<file path="src/rtl/hcsr04_emulator.sv">
// HC-SR04 ultrasonic ranger emulator.
// Watches a trigger pulse from the initiator and answers with an echo pulse.
// The echo width is proportional to dist_cm. Distances outside [MIN_CM, MAX_CM]
// get the no-object width TIMEOUT_CYC instead.
// Optional feature: defining HCSR04_EMU_JITTER_EN adds 0-63 cycles of LFSR jitter
// to every echo width.
module hcsr04_emulator #(
  parameter int unsigned CYC_PER_CM   = 1566,
  parameter int unsigned TRIG_MIN_CYC = 270,
  parameter int unsigned BURST_CYC    = 5400,
  parameter int unsigned TIMEOUT_CYC  = 1026000,
  parameter int unsigned HOLDOFF_CYC  = 27000,
  parameter int unsigned MIN_CM       = 2,
  parameter int unsigned MAX_CM       = 400
) (
  input  logic       clk,
  input  logic       rst,
  input  logic       trig,
  input  logic [8:0] dist_cm,
  output logic       echo,
  output logic       busy,
  output logic       trig_short,
  output logic       trig_ignored
);

  typedef enum logic [2:0] {StIdle, StTrigHi, StBurst, StEcho, StHoldoff} state_e;

  state_e      state_q, state_d;
  logic [2:0]  trig_pipe_q, trig_pipe_d;  // [0],[1]: synchronizer; [2]: edge-detect delay
  logic [20:0] cnt_q, cnt_d;
  logic [20:0] width_q, width_d;
  logic        echo_q, echo_d;
  logic        short_q, short_d;
  logic        ign_q, ign_d;

  logic        trig_rise, trig_fall;
  logic        dist_in_range;
  logic [20:0] dist_width, base_width, sample_width;

`ifdef HCSR04_EMU_JITTER_EN
  logic [15:0] lfsr_q, lfsr_d;

  // Galois LFSR, taps 16,14,13,11, free-running every cycle
  always_comb begin
    lfsr_d = {1'b0, lfsr_q[15:1]} ^ (lfsr_q[0] ? 16'hB400 : 16'h0000);
  end

  // LFSR register, reseeded on reset
  always_ff @(posedge clk or posedge rst) begin
    if (rst) begin
      lfsr_q <= 16'hACE1;
    end else begin
      lfsr_q <= lfsr_d;
    end
  end
`endif

  // Trigger synchronizer and edge detection
  always_comb begin
    trig_pipe_d = {trig_pipe_q[1:0], trig};
    trig_rise   = trig_pipe_q[1] & ~trig_pipe_q[2];
    trig_fall   = ~trig_pipe_q[1] & trig_pipe_q[2];
  end

  // Echo width for the current dist_cm; it is captured only on a valid trigger fall
  always_comb begin
    dist_width    = 21'(dist_cm) * 21'(CYC_PER_CM);
    dist_in_range = (dist_cm >= 9'(MIN_CM)) && (dist_cm <= 9'(MAX_CM));
    base_width    = dist_in_range ? dist_width : 21'(TIMEOUT_CYC);
`ifdef HCSR04_EMU_JITTER_EN
    sample_width  = base_width + {15'd0, lfsr_q[5:0]};
`else
    sample_width  = base_width;
`endif
  end

  // Measurement sequencer: next state, counters and output pulses
  always_comb begin
    state_d = state_q;
    cnt_d   = cnt_q;
    width_d = width_q;
    echo_d  = 1'b0;
    short_d = 1'b0;
    ign_d   = 1'b0;
    unique case (state_q)
      StIdle: begin
        if (trig_rise) begin
          state_d = StTrigHi;
          cnt_d   = '0;
        end
      end
      StTrigHi: begin
        // The rise-detect cycle is part of the high time, hence the -1
        if (trig_fall) begin
          if (cnt_q >= 21'(TRIG_MIN_CYC - 1)) begin
            width_d = sample_width;
            state_d = StBurst;
            cnt_d   = '0;
          end else begin
            short_d = 1'b1;
            state_d = StIdle;
          end
        end else if (cnt_q < 21'(TRIG_MIN_CYC)) begin
          cnt_d = cnt_q + 21'd1;
        end
      end
      StBurst: begin
        ign_d = trig_rise;
        // echo is registered, so it is raised one count early
        if (cnt_q == 21'(BURST_CYC - 2)) begin
          state_d = StEcho;
          cnt_d   = '0;
          echo_d  = 1'b1;
        end else begin
          cnt_d = cnt_q + 21'd1;
        end
      end
      StEcho: begin
        ign_d = trig_rise;
        if (cnt_q == width_q - 21'd1) begin
          state_d = StHoldoff;
          cnt_d   = '0;
        end else begin
          cnt_d  = cnt_q + 21'd1;
          echo_d = 1'b1;
        end
      end
      StHoldoff: begin
        ign_d = trig_rise;
        if (cnt_q == 21'(HOLDOFF_CYC - 1)) begin
          state_d = StIdle;
          cnt_d   = '0;
        end else begin
          cnt_d = cnt_q + 21'd1;
        end
      end
      default: begin
        state_d = StIdle;
        cnt_d   = '0;
      end
    endcase
  end

  // State, counter and output registers
  always_ff @(posedge clk or posedge rst) begin
    if (rst) begin
      state_q     <= StIdle;
      trig_pipe_q <= '0;
      cnt_q       <= '0;
      width_q     <= '0;
      echo_q      <= 1'b0;
      short_q     <= 1'b0;
      ign_q       <= 1'b0;
    end else begin
      state_q     <= state_d;
      trig_pipe_q <= trig_pipe_d;
      cnt_q       <= cnt_d;
      width_q     <= width_d;
      echo_q      <= echo_d;
      short_q     <= short_d;
      ign_q       <= ign_d;
    end
  end

  assign echo         = echo_q;
  assign busy         = (state_q != StIdle);
  assign trig_short   = short_q;
  assign trig_ignored = ign_q;

endmodule
</file>
<file path="config.mk">
export PLATFORM = sky130hd
export DESIGN_NAME = hcsr04_emulator
export DESIGN_NICKNAME = d
export VERILOG_FILES = /design/src/rtl/hcsr04_emulator.sv
export SDC_FILE = /design/constraint.sdc
export NUM_CORES = 1
export LEC_CHECK = 0
export CAP_MARGIN = 20
export CORE_MARGIN = 2
export CORE_UTILIZATION = 55
export DETAILED_ROUTE_END_ITERATION = 16
export DONT_BUFFER_PORTS = 1
export PLACE_DENSITY = 0.7
export SLEW_MARGIN = 20
export SYNTH_ARGS = -nofsm -noshare
export SYNTH_HDL_FRONTEND = slang
export SYNTH_SLANG_ARGS = --single-unit
</file>
<file path="constraint.sdc">
create_clock -name clk -period 3.1 [get_ports clk]
set_clock_uncertainty 0.05 [all_clocks]
set_input_delay 0.62 -clock clk [delete_from_list [all_inputs] [get_ports clk]]
set_output_delay 0.62 -clock clk [all_outputs]
set_load 0.03 [all_outputs]
</file>
==> impl_metrics.toml <==
[setup_path]
worst_r2r_startpoint = "width_q[6]$_DFFE_PP0P_"
crit_required_ns = 3.25
critPathLaunchType = "primary input"
end_kind = "register"
setup.worst_path.class = "primary input to register"
cp_max_fo = 5
setup.worst_path.start = "dist_cm[3]"
critPathArrivalTime_ns = 4.36

[place]
dp.cells = 793
port_buffers = 0
dp_hpwl_mm = 10.5
place.gp.congestion = 0.907

[sta]
rsz0062_at_grt = "true"
min_period_ns = 4.21
fin_ws_ns = -1.11
timing_worst_slew_pin_value_ns = 1.10
max_slew_margin = 0.262
finalSetupViolCount = 19
final_worst_path_period_share = 1.36
final-max-slew-violation-count = 0
fin_tns_setup_ns = -7.65
count_of_endpoints_failing_hold_in_the_final_timing_report = 0
fmaxAchievable_mhz = 238

[layout]
antenna_cells = 0
fillerInstances = 703
flow.area_growth_from_synthesis_pct = 27.9
count_of_placed_standard_cells_in_the_final_layout_fillers_left_out = 817
drive_above_1_share = 0.298
fin_nets = 783

[floorplan]
initial_utilization = 0.567
boundaryPins = 16
dieWidth_um = 102
die-area_um2 = 10300
row_count = 35
die-height_um = 102
fp.coreArea_um2 = 9240

[power_and_ir_drop]
ir_worst_vdd_mv = 0.253
power_density_nw_per_um2 = 412
leakage_power_nw = 3.12

[clock_network]
clk_transition_reported_paths_ns = 0.10
ctsRootBufferMaster = "sky130_fd_sc_hd__clkbuf_8"
cts_tree = "yes"
ctsHtreeMaxLevel = 2
cts_buffers = 5
cts.hold.buffers_added = 0
clockBufferDepth = 2
clock_sinks = 49
worstSkewPairLatency_ns = 0.32

[yosys]
ys_types = 72
postSynthRegisterBits = 49
synth.yosys.seq_area_share = 0.234
synth_top_flop_cell = "sky130_fd_sc_hd__dfrtp_1"
synth_nets = 695
mappedNetlistArea_um2 = 5240
syn-instance-count = 599
ys.warnings.count = 0
synthesis.area_per_instance_um2 = 8.74
synth_edf_count = 0
ys_async_sr_fraction = 1.00

[route]
detailedRoute.firstIterationViolations = 227
remaining_routing_drc_violations = 0
dr.pass1.iters = 5
routed_wirelength_normalized_by_instance_count_um = 17.2
drt-total-wl_mm = 14.0
dr_total_vias = 4776
viasPerCell = 5.85
antenna_violating_nets_remaining = 0

[worst_hold_path]
hp-class = "primary input to asynchronous set/reset pin"

[global_route]
pin_count_of_the_biggest_net_entering_global_routing = 50
all_layer_gr_usage = 0.260
grt_pass1_wl_mm = 21.6
globalRoute.totalOverflow = 0
grt_antenna_before_repair = 0
via_count_of_the_first_global_routing_pass = 4675

[flow_run]
drv.max_cap_violation_count = 0

[run_status]
failed_checks = "negative setup slack"
run_status = "finished with violations"
## state kept, by name (all words and copies together) (netlist names)
signal        flops
state_q           3
echo              1
trig_short        1
trig_ignored      1
width_q          19
cnt_q            21
trig_pipe_q       3
## final timing paths
kind	endpoint	slack [ns]	cells after the start
worst max-delay path	width_q[19]$_DFFE_PP0P_	-1.11	17
worst min-delay path	state_q[0]$_DFFE_PP0P_	0.27	1
worst max register to register	width_q[4]$_DFFE_PP0P_	-0.09	9
worst min register to register	trig_pipe_q[1]$_DFF_PP0_	0.32	0
max in group asynchronous	cnt_q[2]$_DFFE_PP0P_	2.23	1
min in group clk	trig_pipe_q[0]$_DFF_PP0_	0.28	0
## routing by layer
layer / GRT usage / up-vias / part of all wire
met1: 0.316 / 2319 / 0.40
met2: 0.487 / 113 / 0.54
li1: - / 2315 / -
met3: 0.0248 / 29 / 0.032
met5: 0 / - / 0
met4: 0.0717 / 0 / 0.023
## repair_timing
item / 4_1_cts / 5_1_grt
gates resized for setup: 19 / 62
pin swaps: 13 / 39
setup buffers: 3 / 12
gates cloned: 0 / 3
endpoints found under the setup margin: 28 / 37
## cells in the mapped netlist, types with 6 or more instances
cell type | count | area [µm²]
sky130_fd_sc_hd__o21ai_0 | 18 | 90.1
sky130_fd_sc_hd__nand3_1 | 18 | 90.1
sky130_fd_sc_hd__fa_1 | 18 | 360
sky130_fd_sc_hd__o22a_1 | 9 | 78.8
sky130_fd_sc_hd__clkbuf_1 | 22 | 82.6
sky130_fd_sc_hd__nor2b_1 | 10 | 62.6
sky130_fd_sc_hd__buf_2 | 10 | 50.1
sky130_fd_sc_hd__o31ai_1 | 6 | 45.0
sky130_fd_sc_hd__and3_1 | 8 | 50.1
sky130_fd_sc_hd__xnor2_1 | 27 | 236
sky130_fd_sc_hd__nor2_1 | 35 | 131
sky130_fd_sc_hd__nand2_1 | 39 | 146
sky130_fd_sc_hd__or4_1 | 10 | 75.1
sky130_fd_sc_hd__a21oi_1 | 22 | 110
sky130_fd_sc_hd__a22o_1 | 8 | 70.1
sky130_fd_sc_hd__nand2b_1 | 11 | 68.8
sky130_fd_sc_hd__ha_1 | 66 | 826
sky130_fd_sc_hd__dfrtp_1 | 49 | 1230
sky130_fd_sc_hd__xor2_1 | 13 | 114
sky130_fd_sc_hd__nor3_1 | 24 | 120
sky130_fd_sc_hd__nor4_1 | 8 | 50.1
sky130_fd_sc_hd__inv_1 | 58 | 218
## report_power, final
group          leakage (nW)  total (mW)  internal [mW]  switching [mW]
combinational          2.44        1.60          0.820           0.777
sequential            0.633       0.692          0.655          0.0373
clock                0.0543       0.473          0.242           0.232
total                  3.12        2.76           1.72            1.05
## final cells by class
cell class | count | area, µm² | share of cell area
clock inverter | 3 | 46.3 | 0.00691
tap | 129 | 161 | 0.0241
inverter | 58 | 226 | 0.0338
clock buffer | 5 | 68.8 | 0.0103
timing repair buffer | 114 | 938 | 0.140
multi-input combinational | 459 | 4030 | 0.602
sequential | 49 | 1230 | 0.183
## kinds of logic after synthesis
| logic type | after synthesis | synth area share |
|---|---|---|
| buffers and inverters | 92 | 0.0700 |
| and+or+nand+nor | 210 | 0.225 |
| DFF | 49 | 0.234 |
| AOI/OAI and AO/OA | 120 | 0.169 |
| muxes | 4 | 0.00813 |
| adders and majority gates | 84 | 0.227 |
| xor gates and xnor gates | 40 | 0.0669 |
## stage by stage
stage | utilization | power, mW | instance area, µm² | worst slack [ns] | hold slack [ns]
after detailed placement | 0.660 | 2.04 | 6100 | -1.44 | 0.303
after global routing | 0.725 | 2.96 | 6700 | -1.21 | 0.266
after CTS | 0.680 | 2.55 | 6280 | -1.07 | 0.276
after floorplan | - | 1.57 | 5320 | -1.29 | 0.281
final | 0.725 | 2.76 | 6700 | -1.11 | 0.266
after global placement | 0.660 | 2.00 | 6100 | -1.37 | 0.282
## layout by cell type (no fill, tap or decap), types with 5 or more instances in the layout
| master | Yosys | final |
|---|---|---|
| sky130_fd_sc_hd__or2_2 | 5 | 5 |
| sky130_fd_sc_hd__o211ai_1 | 5 | 5 |
| sky130_fd_sc_hd__o22a_1 | 9 | 9 |
| sky130_fd_sc_hd__buf_4 | 0 | 104 |
| sky130_fd_sc_hd__nor3_1 | 24 | 22 |
| sky130_fd_sc_hd__a21oi_1 | 22 | 16 |
| sky130_fd_sc_hd__a21oi_2 | 0 | 5 |
| sky130_fd_sc_hd__nand3_1 | 18 | 18 |
| sky130_fd_sc_hd__nor2_1 | 35 | 33 |
| sky130_fd_sc_hd__o21ai_0 | 18 | 10 |
| sky130_fd_sc_hd__fa_1 | 18 | 17 |
| sky130_fd_sc_hd__ha_4 | 0 | 8 |
| sky130_fd_sc_hd__a22o_1 | 8 | 8 |
| sky130_fd_sc_hd__nand2b_1 | 11 | 11 |
| sky130_fd_sc_hd__or4_1 | 10 | 6 |
| sky130_fd_sc_hd__or3_1 | 5 | 5 |
| sky130_fd_sc_hd__or4_4 | 2 | 6 |
| sky130_fd_sc_hd__and3_1 | 8 | 8 |
| sky130_fd_sc_hd__o31ai_1 | 6 | 6 |
| sky130_fd_sc_hd__xnor2_1 | 27 | 25 |
| sky130_fd_sc_hd__nor4_1 | 8 | 6 |
| sky130_fd_sc_hd__xor2_1 | 13 | 13 |
| sky130_fd_sc_hd__buf_6 | 1 | 6 |
| sky130_fd_sc_hd__o21ai_2 | 0 | 6 |
| sky130_fd_sc_hd__inv_2 | 0 | 11 |
| sky130_fd_sc_hd__nand2_1 | 39 | 38 |
| sky130_fd_sc_hd__nor2b_1 | 10 | 9 |
| sky130_fd_sc_hd__ha_1 | 66 | 56 |
| sky130_fd_sc_hd__dfrtp_1 | 49 | 49 |
| sky130_fd_sc_hd__inv_1 | 58 | 45 |
| sky130_fd_sc_hd__clkbuf_8 | 0 | 5 |
## worst max-delay path: stages
cell	delay, ns
sky130_fd_sc_hd__inv_8	0.01
sky130_fd_sc_hd__fa_1	0.54
sky130_fd_sc_hd__inv_2	0.06
sky130_fd_sc_hd__ha_4	0.22
sky130_fd_sc_hd__ha_4	0.26
sky130_fd_sc_hd__inv_2	0.04
sky130_fd_sc_hd__fa_1	0.57
sky130_fd_sc_hd__inv_2	0.06
sky130_fd_sc_hd__ha_4	0.22
sky130_fd_sc_hd__nor2b_4	0.12
sky130_fd_sc_hd__o31a_1	0.29
sky130_fd_sc_hd__o211ai_1	0.18
sky130_fd_sc_hd__nand2_1	0.12
sky130_fd_sc_hd__a41o_1	0.24
sky130_fd_sc_hd__o41ai_4	0.40
sky130_fd_sc_hd__mux2i_1	0.12
sky130_fd_sc_hd__o32a_1	0.29
No activity file was read; power rests on OpenSTA's default activity.
